`config.mk`:
```
export PLATFORM = sky130hd
export DESIGN_NAME = pwm_carrier_sequencer_flat
export DESIGN_NICKNAME = d
export VERILOG_FILES = /design/src/rtl/pwm_carrier_sequencer_pkg.sv /design/src/rtl/pwm_carrier_sequencer_if.sv /design/src/rtl/pwm_carrier_sequencer_timeout.sv /design/src/rtl/pwm_carrier_sequencer.sv /design/src/flat_wrapper.sv
export SDC_FILE = /design/constraint.sdc
export NUM_CORES = 1
export LEC_CHECK = 0
export ABC_AREA = 1
export CAP_MARGIN = 10
export CORE_ASPECT_RATIO = 2
export CORE_MARGIN = 3
export CORE_UTILIZATION = 45
export DETAILED_ROUTE_END_ITERATION = 10
export PLACE_DENSITY = 0.69
export SLEW_MARGIN = 15
export SYNTH_ARGS = -nofsm -noshare
export SYNTH_HDL_FRONTEND = slang
export SYNTH_SLANG_ARGS = --single-unit
export TNS_END_PERCENT = 5
```
`constraint.sdc`:
```
create_clock -name clk -period 1.6 [get_ports clk]
set_input_delay 0.24 -clock clk [delete_from_list [all_inputs] [get_ports clk]]
set_output_delay 0.24 -clock clk [all_outputs]
set_load 0.005 [all_outputs]
```
`src/rtl/pwm_carrier_sequencer_pkg.sv`:
```
`default_nettype none
// ============================================================================
// Module   : pwm_carrier_sequencer_pkg
// Purpose  : Shared PWM definitions for the carrier start/stop sequencer.
//            Holds the sequencer state type and sizing constants.
// Ports    : none (package)
// Revision : 1.0 - initial release
// ============================================================================
package pwm_carrier_sequencer_pkg;

   // Default width of the stagger delay counter
   localparam int SEQ_DLY_WIDTH = 16;

   // Largest number of carrier channels the sequencer can drive
   localparam int SEQ_NCARR_MAX = 8;

   // Encoding is visible on the status port, so values are fixed
   typedef enum logic [2:0] {
      ST_IDLE     = 3'd0,
      ST_STAGGER  = 3'd1,
      ST_SYNC     = 3'd2,
      ST_RUN      = 3'd3,
      ST_STOPPING = 3'd4,
      ST_FAULT    = 3'd5
   } seq_state_t;

endpackage
`default_nettype wire

```
`src/rtl/pwm_carrier_sequencer_if.sv`:
```
`default_nettype none
// ============================================================================
// Module   : pwm_carrier_sequencer_if
// Purpose  : Control/status bundle between a PWM controller and the carrier
//            sequencer.
// Ports    : master - drives start/stop/fault/fault_clr/stagger_dly/maskevent,
//                     reads enables and status
//            slave  - the sequencer side (mirror of master)
// Revision : 1.0 - initial release
// ============================================================================
interface pwm_carrier_sequencer_if
   import pwm_carrier_sequencer_pkg::*;
#(
   parameter int N_CARR    = 4,
   parameter int DLY_WIDTH = SEQ_DLY_WIDTH
) ();

   logic                 start;
   logic                 stop;
   logic                 fault;
   logic                 fault_clr;
   logic [DLY_WIDTH-1:0] stagger_dly;
   logic [N_CARR-1:0]    maskevent;
   logic [N_CARR-1:0]    carr_onoff;
   logic [N_CARR-1:0]    pwm_onoff;
   logic                 int_onoff;
   logic                 busy;
   logic                 sync_err;
   logic [2:0]           state;

   modport master (
      output start, stop, fault, fault_clr, stagger_dly, maskevent,
      input  carr_onoff, pwm_onoff, int_onoff, busy, sync_err, state
   );

   modport slave (
      input  start, stop, fault, fault_clr, stagger_dly, maskevent,
      output carr_onoff, pwm_onoff, int_onoff, busy, sync_err, state
   );

endinterface
`default_nettype wire

```
`src/rtl/pwm_carrier_sequencer_timeout.sv`:
```
`default_nettype none
// ============================================================================
// Module   : seq_timeout_counter
// Purpose  : Boundary-wait watchdog. Counts enabled cycles and flags expiry
//            on the cycle in which the count would reach SYNC_TIMEOUT.
// Ports    : clk, rst      - clock, synchronous active-high reset
//            i_clr         - hold count at zero
//            i_en          - count this cycle
//            o_expired     - terminal count reached (combinational)
// Revision : 1.0 - initial release
// ============================================================================
module seq_timeout_counter #(
   parameter int SYNC_TIMEOUT = 65535
) (
   input  logic clk,
   input  logic rst,
   input  logic i_clr,
   input  logic i_en,
   output logic o_expired
);

   localparam int CNT_W = $clog2(SYNC_TIMEOUT + 1);

   logic [CNT_W-1:0] r_count;

   // The SYNC_TIMEOUT-th waiting cycle is the one whose count is
   // SYNC_TIMEOUT-1, so expiry is flagged there and acted on at its edge.
   assign o_expired = i_en && (r_count == CNT_W'(SYNC_TIMEOUT - 1));

   always_ff @(posedge clk) begin
      if (rst || i_clr) begin
         r_count <= '0;
      end else if (i_en && !o_expired) begin
         r_count <= r_count + CNT_W'(1);
      end
   end

endmodule
`default_nettype wire

```
`src/rtl/pwm_carrier_sequencer.sv`:
```
`default_nettype none
// ============================================================================
// Module   : pwm_carrier_sequencer
// Purpose  : Start/stop sequencer for N_CARR carrier channels. Enables the
//            carriers one by one with a programmable stagger, releases all PWM
//            outputs on a maskevent[0] boundary, stops on a boundary, and shuts
//            down immediately on fault or boundary-wait timeout.
// Ports    : clk, reset    - clock, synchronous active-high reset
//            bus (slave)   - start/stop/fault/fault_clr/stagger_dly/maskevent
//                            in; carr_onoff/pwm_onoff/int_onoff/busy/
//                            sync_err/state out (all registered)
// Revision : 1.0 - initial release
// ============================================================================
module pwm_carrier_sequencer
   import pwm_carrier_sequencer_pkg::*;
#(
   parameter int N_CARR       = 4,
   parameter int DLY_WIDTH    = SEQ_DLY_WIDTH,
   parameter int SYNC_TIMEOUT = 65535
) (
   input  logic                  clk,
   input  logic                  reset,
   pwm_carrier_sequencer_if.slave bus
);

   localparam int IDX_W = $clog2(SEQ_NCARR_MAX + 1);

   seq_state_t           r_state, w_state_nxt;
   logic [N_CARR-1:0]    r_carr, w_carr_nxt;
   logic [N_CARR-1:0]    r_pwm, w_pwm_nxt;
   logic                 r_int, w_int_nxt;
   logic                 r_busy;
   logic                 r_err, w_err_nxt;
   logic [DLY_WIDTH-1:0] r_dly, w_dly_nxt;
   logic [DLY_WIDTH-1:0] r_cnt, w_cnt_nxt;
   logic [IDX_W-1:0]     r_idx, w_idx_nxt;
   logic                 w_clear;
   logic                 w_wait;
   logic                 w_expired;
   logic                 w_me0;
   logic                 w_maskevent_unused;

   // Only the channel-0 boundary matters; other mask events are don't-care
   assign w_me0              = bus.maskevent[0];
   assign w_maskevent_unused = ^bus.maskevent;

   // Watchdog is live only while waiting for a boundary and sits at zero
   // otherwise, so it always starts a wait from zero.
   assign w_wait = (r_state == ST_SYNC) || (r_state == ST_STOPPING);

   seq_timeout_counter #(
      .SYNC_TIMEOUT (SYNC_TIMEOUT)
   ) u_timeout (
      .clk       (clk),
      .rst       (reset),
      .i_clr     (!w_wait),
      .i_en      (w_wait),
      .o_expired (w_expired)
   );

   always_comb begin
      w_state_nxt = r_state;
      w_carr_nxt  = r_carr;
      w_pwm_nxt   = r_pwm;
      w_int_nxt   = r_int;
      w_err_nxt   = r_err;
      w_dly_nxt   = r_dly;
      w_cnt_nxt   = r_cnt;
      w_idx_nxt   = r_idx;
      w_clear     = 1'b0;

      if (bus.fault) begin
         w_state_nxt = ST_FAULT;
         w_clear     = 1'b1;
      end else begin
         case (r_state)
            ST_IDLE: begin
               if (bus.start && !bus.stop) begin
                  w_dly_nxt   = bus.stagger_dly;
                  w_carr_nxt  = N_CARR'(1);
                  w_idx_nxt   = IDX_W'(1);
                  w_cnt_nxt   = '0;
                  w_state_nxt = (N_CARR == 1) ? ST_SYNC : ST_STAGGER;
               end
            end
            ST_STAGGER: begin
               if (bus.stop) begin
                  w_state_nxt = ST_IDLE;
                  w_clear     = 1'b1;
               end else if (r_cnt == r_dly) begin
                  for (int i = 0; i < N_CARR; i++) begin
                     if (r_idx == IDX_W'(i)) begin
                        w_carr_nxt[i] = 1'b1;
                     end
                  end
                  w_idx_nxt = r_idx + IDX_W'(1);
                  w_cnt_nxt = '0;
                  if (r_idx == IDX_W'(N_CARR - 1)) begin
                     w_state_nxt = ST_SYNC;
                  end
               end else begin
                  w_cnt_nxt = r_cnt + DLY_WIDTH'(1);
               end
            end
            ST_SYNC: begin
               // A boundary on the expiring cycle still counts as in time
               if (bus.stop) begin
                  w_state_nxt = ST_IDLE;
                  w_clear     = 1'b1;
               end else if (w_me0) begin
                  w_pwm_nxt   = '1;
                  w_int_nxt   = 1'b1;
                  w_state_nxt = ST_RUN;
               end else if (w_expired) begin
                  w_err_nxt   = 1'b1;
                  w_state_nxt = ST_FAULT;
                  w_clear     = 1'b1;
               end
            end
            ST_RUN: begin
               if (bus.stop) begin
                  w_state_nxt = ST_STOPPING;
               end
            end
            ST_STOPPING: begin
               if (w_me0) begin
                  w_state_nxt = ST_IDLE;
                  w_clear     = 1'b1;
               end else if (w_expired) begin
                  w_err_nxt   = 1'b1;
                  w_state_nxt = ST_FAULT;
                  w_clear     = 1'b1;
               end
            end
            ST_FAULT: begin
               if (bus.fault_clr) begin
                  w_err_nxt   = 1'b0;
                  w_state_nxt = ST_IDLE;
               end
            end
            default: begin
               w_state_nxt = ST_IDLE;
               w_clear     = 1'b1;
            end
         endcase
      end

      if (w_clear) begin
         w_carr_nxt = '0;
         w_pwm_nxt  = '0;
         w_int_nxt  = 1'b0;
         w_idx_nxt  = '0;
         w_cnt_nxt  = '0;
      end
   end

   always_ff @(posedge clk) begin
      if (reset) begin
         r_state <= ST_IDLE;
         r_carr  <= '0;
         r_pwm   <= '0;
         r_int   <= 1'b0;
         r_busy  <= 1'b0;
         r_err   <= 1'b0;
         r_dly   <= '0;
         r_cnt   <= '0;
         r_idx   <= '0;
      end else begin
         r_state <= w_state_nxt;
         r_carr  <= w_carr_nxt;
         r_pwm   <= w_pwm_nxt;
         r_int   <= w_int_nxt;
         r_busy  <= (w_state_nxt != ST_IDLE);
         r_err   <= w_err_nxt;
         r_dly   <= w_dly_nxt;
         r_cnt   <= w_cnt_nxt;
         r_idx   <= w_idx_nxt;
      end
   end

   assign bus.carr_onoff = r_carr;
   assign bus.pwm_onoff  = r_pwm;
   assign bus.int_onoff  = r_int;
   assign bus.busy       = r_busy;
   assign bus.sync_err   = r_err;
   assign bus.state      = r_state;

endmodule
`default_nettype wire

```
`src/flat_wrapper.sv`:
```
// flat-port wrapper written by rule: the top's interface ports become plain ports
module pwm_carrier_sequencer_flat import pwm_carrier_sequencer_pkg::*;
#(
   parameter int N_CARR       = 4,
   parameter int DLY_WIDTH    = SEQ_DLY_WIDTH,
   parameter int SYNC_TIMEOUT = 65535
)
  (clk, reset, bus_start, bus_stop, bus_fault, bus_fault_clr, bus_stagger_dly, bus_maskevent, bus_carr_onoff, bus_pwm_onoff, bus_int_onoff, bus_busy, bus_sync_err, bus_state);
  pwm_carrier_sequencer_if #(.N_CARR(N_CARR), .DLY_WIDTH(DLY_WIDTH)) bus_i ();
  input  logic clk;
  input  logic reset;
  input wire logic [$bits(bus_i.start)-1:0] bus_start;
  input wire logic [$bits(bus_i.stop)-1:0] bus_stop;
  input wire logic [$bits(bus_i.fault)-1:0] bus_fault;
  input wire logic [$bits(bus_i.fault_clr)-1:0] bus_fault_clr;
  input wire logic [$bits(bus_i.stagger_dly)-1:0] bus_stagger_dly;
  input wire logic [$bits(bus_i.maskevent)-1:0] bus_maskevent;
  output wire logic [$bits(bus_i.carr_onoff)-1:0] bus_carr_onoff;
  output wire logic [$bits(bus_i.pwm_onoff)-1:0] bus_pwm_onoff;
  output wire logic [$bits(bus_i.int_onoff)-1:0] bus_int_onoff;
  output wire logic [$bits(bus_i.busy)-1:0] bus_busy;
  output wire logic [$bits(bus_i.sync_err)-1:0] bus_sync_err;
  output wire logic [$bits(bus_i.state)-1:0] bus_state;
  assign bus_i.start = bus_start;
  assign bus_i.stop = bus_stop;
  assign bus_i.fault = bus_fault;
  assign bus_i.fault_clr = bus_fault_clr;
  assign bus_i.stagger_dly = bus_stagger_dly;
  assign bus_i.maskevent = bus_maskevent;
  assign bus_carr_onoff = bus_i.carr_onoff;
  assign bus_pwm_onoff = bus_i.pwm_onoff;
  assign bus_int_onoff = bus_i.int_onoff;
  assign bus_busy = bus_i.busy;
  assign bus_sync_err = bus_i.sync_err;
  assign bus_state = bus_i.state;
  pwm_carrier_sequencer #(.N_CARR(N_CARR), .DLY_WIDTH(DLY_WIDTH), .SYNC_TIMEOUT(SYNC_TIMEOUT)) u_core (.clk(clk), .reset(reset), .bus(bus_i));
endmodule
```
* After elaboration in Yosys (flattened, before gate mapping)
Cells that the tools add are included.
** Storage, ports and cells
- Register bits after elaboration :: 63
- Input bits :: 26
** Operators by class
- Add/subtract/negate cells :: 3
- Equal/unequal tests :: 19
- Multiplexer cells :: 39
- Bitwise operators :: 2
- Reduce and logical (&&, ||, !) cells :: 24
** Operators with widths (count)
- two-way mux 16 bit :: 3
- two-way mux 3 bit :: 11
- adder 16 x 1 -> 16 bit, second input constant :: 2
- case mux 16 bit (2 select lines) :: 1
- AND reduction 6 bit :: 4
- two-way mux 4 bit :: 5
- case mux 3 bit (6 select lines) :: 1
- == test 16 bit :: 1
- == test 16 bit, second input constant :: 1
- case mux 4 bit (2 select lines) :: 2
- two-way mux 1 bit :: 14
- != test 2 x 1 -> 1 bit, second input constant :: 6
- AND reduction 4 bit :: 3
- == test 4 x 2 -> 1 bit, second input constant :: 2
- == test 3 x 2 -> 1 bit, second input constant :: 2
- == test 3 bit, second input constant :: 2
- != test 2 bit, second input constant :: 3
- nonzero test 3 bit :: 2
- AND reduction 5 bit :: 1
- adder 4 x 1 -> 4 bit, second input constant :: 1
- == test 4 x 1 -> 1 bit, second input constant :: 1
- logical NOT 4 bit :: 1
- case mux 1 bit (4 select lines) :: 1
- == test 3 x 1 -> 1 bit, second input constant :: 1
- 10 further kinds :: 16

* Longest topological paths before layout
- Depth after elaboration :: 9
- Depth in mapped cells :: 12

* Modules after synthesis
Synthesis repeated with hierarchy kept, for this count alone.
** Unflattened totals
- Cell total of the unflattened synthesis :: 574
- Area total of the unflattened synthesis :: 3781.1 um^2
** Modules (own cells, without submodules)
- pwm_carrier_sequencer :: times used 1, cells an instance 410, area an instance 2688.8 um^2, seq. area each 920.9 um^2
- seq_timeout_counter :: times used 1, cells an instance 164, area an instance 1092.3 um^2, seq. area each 320.3 um^2

* Worst setup path before layout
OpenSTA, ideal clock, no wires.
- Kind :: register -> register
- Start :: reg u_core.u_timeout.r_count[0]
- End :: reg u_core.r_cnt[5]
- Library setup time :: 62 ps
- Arrival time :: 1512 ps
- Required time :: 1538 ps
- Path slack :: 26 ps
- Cell stages (with the launch flop) :: 13
- Buffers on the path :: 1
- Cell sequence :: dfxtp_1 inv_1 ha_1 nand2_1 nor3_2 nand2_2 inv_1 nand3_1 nand3_1 nor2_4 nand2_4 buf_12 nor2_2
** Between the ends
- Word-level cells in the longest chain between the ends :: 8
- Elaborated cells on any way between the ends :: 9
- Classes of those cells :: eq/ne (1); mux (6); reduce/logical (2)
** Ends and longest elaborated chain
- start: declaration :: RTL line pwm_carrier_sequencer_timeout.sv:24 : logic [CNT_W-1:0] r_count;
- start signal: assignment :: RTL line pwm_carrier_sequencer_timeout.sv:34 : r_count <= r_count + CNT_W'(1);
- == test 16 bit (*) :: RTL line pwm_carrier_sequencer_timeout.sv:28 : assign o_expired = i_en && (r_count == CNT_W'(SYNC_TIMEOUT - 1));
- logical AND 1 bit (*) :: RTL line pwm_carrier_sequencer_timeout.sv:28
- two-way mux 1 bit (*) :: RTL line pwm_carrier_sequencer.sv:114, pwm_carrier_sequencer.sv:129
- two-way mux 1 bit :: RTL line pwm_carrier_sequencer.sv:110 : end else if (w_me0) begin
- two-way mux 1 bit :: RTL line pwm_carrier_sequencer.sv:107 : if (bus.stop) begin
- case mux 1 bit (4 select lines) (*) :: RTL line pwm_carrier_sequencer.sv:76 : case (r_state)
- two-way mux 1 bit (*) :: RTL line pwm_carrier_sequencer.sv:72 : if (bus.fault) begin
- OR reduction 2 bit (no line) (*)
- end signal: assignment :: RTL line pwm_carrier_sequencer.sv:176 : r_cnt <= w_cnt_nxt;
- end: declaration :: RTL line pwm_carrier_sequencer.sv:35 : logic [DLY_WIDTH-1:0] r_cnt, w_cnt_nxt;
Mark *: on every way between the ends. The rest lies on a longest branch, timed or not.
A chain may end at the register's enable or synchronous reset.

* Final worst setup path
- Start :: reg u_core.u_timeout.r_count[0]
- End :: reg u_core.u_timeout.r_count[14]
** Between the ends
- Word-level cells in the longest chain between the ends :: 4
- Elaborated cells on any way between the ends :: 5
- Classes of those cells :: add/sub (1); eq/ne (1); reduce/logical (3)
** Ends and longest elaborated chain
- branches (longest 4 deep; another with adder 16 x 1 -> 16 bit)
Several ways; the timed one is not identified.

==> flow_summary.ini <==
[floorplan]
start_util = 0.473
rows = 44
core_mm2 = 0.00738
die_x_um = 68.3
die-area_mm2 = 0.00892
dieHeight_um = 131
num_io_pins = 40

[clocking]
path_clk_slew_ns = 0.05
htree_levels = 3
numCtsBuffers = 9
cts_buffer_depth = 2
cts.sinks = 62
insertion_delay_ns = 0.33
clk_root_buffer_cell = clkbuf_16
tritoncts = done

[setup_path]
cp-end-kind = register
reg2regPathDepth = 10
r2r_start = u_core.u_timeout.r_count[0]
critPathRequiredTime_ns = 1.86
rrSetupSlack_ns = -0.04
path_cells = inv_2 > ha_1 > nand2_1 > nor3_2 > nand2_2 > buf_6 > nand4_1 > nor2_2 > nand3_1 > a21oi_1
path_class = register to register
start_kind = register
path_max_fanout = 4
cp.arrival_ns = 1.90
regToRegEndpoint = u_core.u_timeout.r_count[14]
crit_slowest_cell = dfxtp_2
max_stage_delay_ns = 0.34

[drt]
drcViolationCount = 0
wl_mm = 9.73
wl_per_cell_um = 13.4
ant_nets = 0
via_count = 3691
drt_iter0_drc = 210
drtPass1Iterations = 5
post_drt_via_cell_ratio = 5.08

[yosys]
yosys_warnings = 0
syn_inst = 517
yosys.area_share.simple = 0.355
synth-xor-area-share = 0.0376
synth_top_family_by_area = simple AND/OR/NAND/NOR gates
synth_adder_area_share = 0.0251
syn_avg_cell_area_um2 = 6.75
ys_types = 36
synth_compound_area_frac = 0.119
netlist_area_mm2 = 0.00349
synth_fp_nets = 550
synthMuxAreaShare = 0
ys_seq_area_frac = 0.355
ys_seq_elements = 62

[sta]
worst_slew_pin_slew_ns = 0.239
setup_viol = 6
finalHoldViolCount = 0
rsz0062_at_grt = yes
period_minus_slack_ns = 1.64
period_share = 1.02
slew_headroom = 0.839
finalMaxSlewViolations = 0
layout_setup_ws_ns = -0.0390
clock.fmax_mhz = 610
clock_skew_ns = 0.00642
fin_tns_setup_ns = -0.0837

[final_layout]
antenna_cells = 0
nFillCells = 637
final_common_cell = nand2_1
post-route-util = 0.662
drive_above_1_share = 0.262
instances_no_fill = 726
final_cell_mix = nand2_1, buf_4, inv_1
fin_nets = 663
syn_to_final_growth_pct = 39.8

[grt]
grt_usage = 0.238
grt_pass1_wl_mm = 16.1
grt_max_degree = 20
grt_pass1_vias = 3840
gr-total-overflow = 0
grt_antenna_before_repair = 0

[flow_run]
cap_violations = 0

[min_path]
hold-path-endpoint = u_core.bus.carr_onoff[2]
hold_class = register to register
hold_depth = 2
hp-start = u_core.bus.carr_onoff[2]

[placement]
placedCellCount = 703
numPortBuffers = 36
place.gp.congestion = 0.906
dp_hpwl_mm = 7.45

[status]
status = complete, but fails checks
violations = setup timing

[power]
power.density_mw_per_mm2 = 798
ir_drop_uv = 765
power_mw = 3.90
power.leakage_nw = 2.01
[synth_stat cells]
cell type / instances / area (µm²)
clkbuf_1: 2 / 7.51
a31oi_1: 1 / 6.26
o21ai_1: 3 / 15.0
inv_6: 1 / 8.76
a21oi_2: 1 / 8.76
buf_6: 2 / 22.5
or2_2: 2 / 12.5
nand4_1: 11 / 68.8
nand2_4: 6 / 67.6
nor3_1: 12 / 60.1
xnor2_1: 4 / 35.0
nor2_1: 60 / 225
nand3_1: 32 / 160
dfxtp_1: 62 / 1240
inv_4: 1 / 6.26
inv_2: 7 / 26.3
o31ai_1: 1 / 7.51
nand2_1: 119 / 447
nor2_4: 5 / 56.3
xor2_1: 11 / 96.3
nand2_2: 5 / 31.3
clkinv_1: 1 / 3.75
o22ai_1: 1 / 6.26
o21ai_0: 31 / 155
inv_1: 63 / 236
nor3_2: 3 / 30.0
o21a_1: 1 / 7.51
o2111ai_1: 1 / 8.76
buf_12: 1 / 20.0
buf_2: 2 / 10.0
buf_4: 4 / 30.0
clkinv_2: 1 / 5.00
a21oi_1: 40 / 200
ha_1: 7 / 87.6
or2_1: 1 / 6.26
nor2_2: 12 / 75.1
[critical path, delay by kind of cell (launching register included)]
family | cells | cell delay [ns]
AOI/OAI and AO/OA | 1 | 0.13
adders and majority gates | 1 | 0.18
DFF | 1 | 0.34
buffers and inverters | 2 | 0.16
and+or+nand+nor | 6 | 0.75
[report_power, final]
part	leakage, nW	switching [mW]	total (mW)	internal [mW]
Sequential	0.506	0.0190	1.60	1.58
Clock	0.133	0.650	1.77	1.12
Combinational	1.37	0.281	0.530	0.249
[routing by layer]
metal  vias to the layer above  wire [µm]  track usage
li1                       1871          -            -
met1                      1686       3340        0.206
met2                        91       5620        0.459
met3                        43        259       0.0530
met4                         0        506        0.152
met5                         -          0            0
[state kept, by name, indices dropped and copies added (netlist names)]
| signal | cells |
|---|---|
| u_core.bus.busy | 1 |
| u_core.bus.carr_onoff | 4 |
| u_core.bus.int_onoff | 1 |
| u_core.bus.state | 3 |
| u_core.bus.sync_err | 1 |
| u_core.r_cnt | 16 |
| u_core.r_dly | 16 |
| u_core.r_idx | 4 |
| u_core.u_timeout.r_count | 16 |
[repair_timing]
action | 4_1_cts | 5_1_grt
setup endpoints to repair | 27 | 43
buffers inserted | 5 | 3
gates resized for setup | 24 | 15
pin swaps | 8 | 2
hold buffers | 0 | 0
[cell families (layout without fill, tap and decap cells)]
kind of cell    count (synthesis)  in the layout
simple gates                  268            268
buf+inv                        85            202
compound gates                 80             80
flops                          62             62
xor+xnor                       15             15
fa+ha+maj                       7              7
[through the flow]
stage          worst slack [ns]  area, µm²  hold WS (ns)
2_1_floorplan            0.0256       3490         0.375
4_1_cts                 -0.0212       4820         0.452
6_report                -0.0390       4880         0.451
3_5_place_dp             -0.198       4420         0.447
5_1_grt                  -0.134       4880         0.474
3_3_place_gp             -0.188       4420         0.438
[worst max-delay path by stage]
stage / start / end / cells past startpoint
after global placement: bus_stop / u_core.r_cnt[4] / 9
after detailed placement: bus_stop / u_core.r_cnt[4] / 9
after CTS: u_core.u_timeout.r_count[0] / u_core.u_timeout.r_count[14] / 10
final: u_core.u_timeout.r_count[0] / u_core.u_timeout.r_count[14] / 10
after global routing: u_core.u_timeout.r_count[0] / u_core.bus.int_onoff / 12
after floorplan: u_core.u_timeout.r_count[0] / u_core.r_cnt[5] / 12
[cell type report]
cell class                 count  area (µm²)  share of cell area
tap                           92         115              0.0236
inverter                      74         290              0.0595
clock buffer                  14         264              0.0541
clock inverter                 1        5.00             0.00103
multi-input combinational    370        1970               0.404
sequential                    62        1250               0.257
timing repair buffer         113         983               0.201
Note: power is estimated with default switching activity, not from simulation.
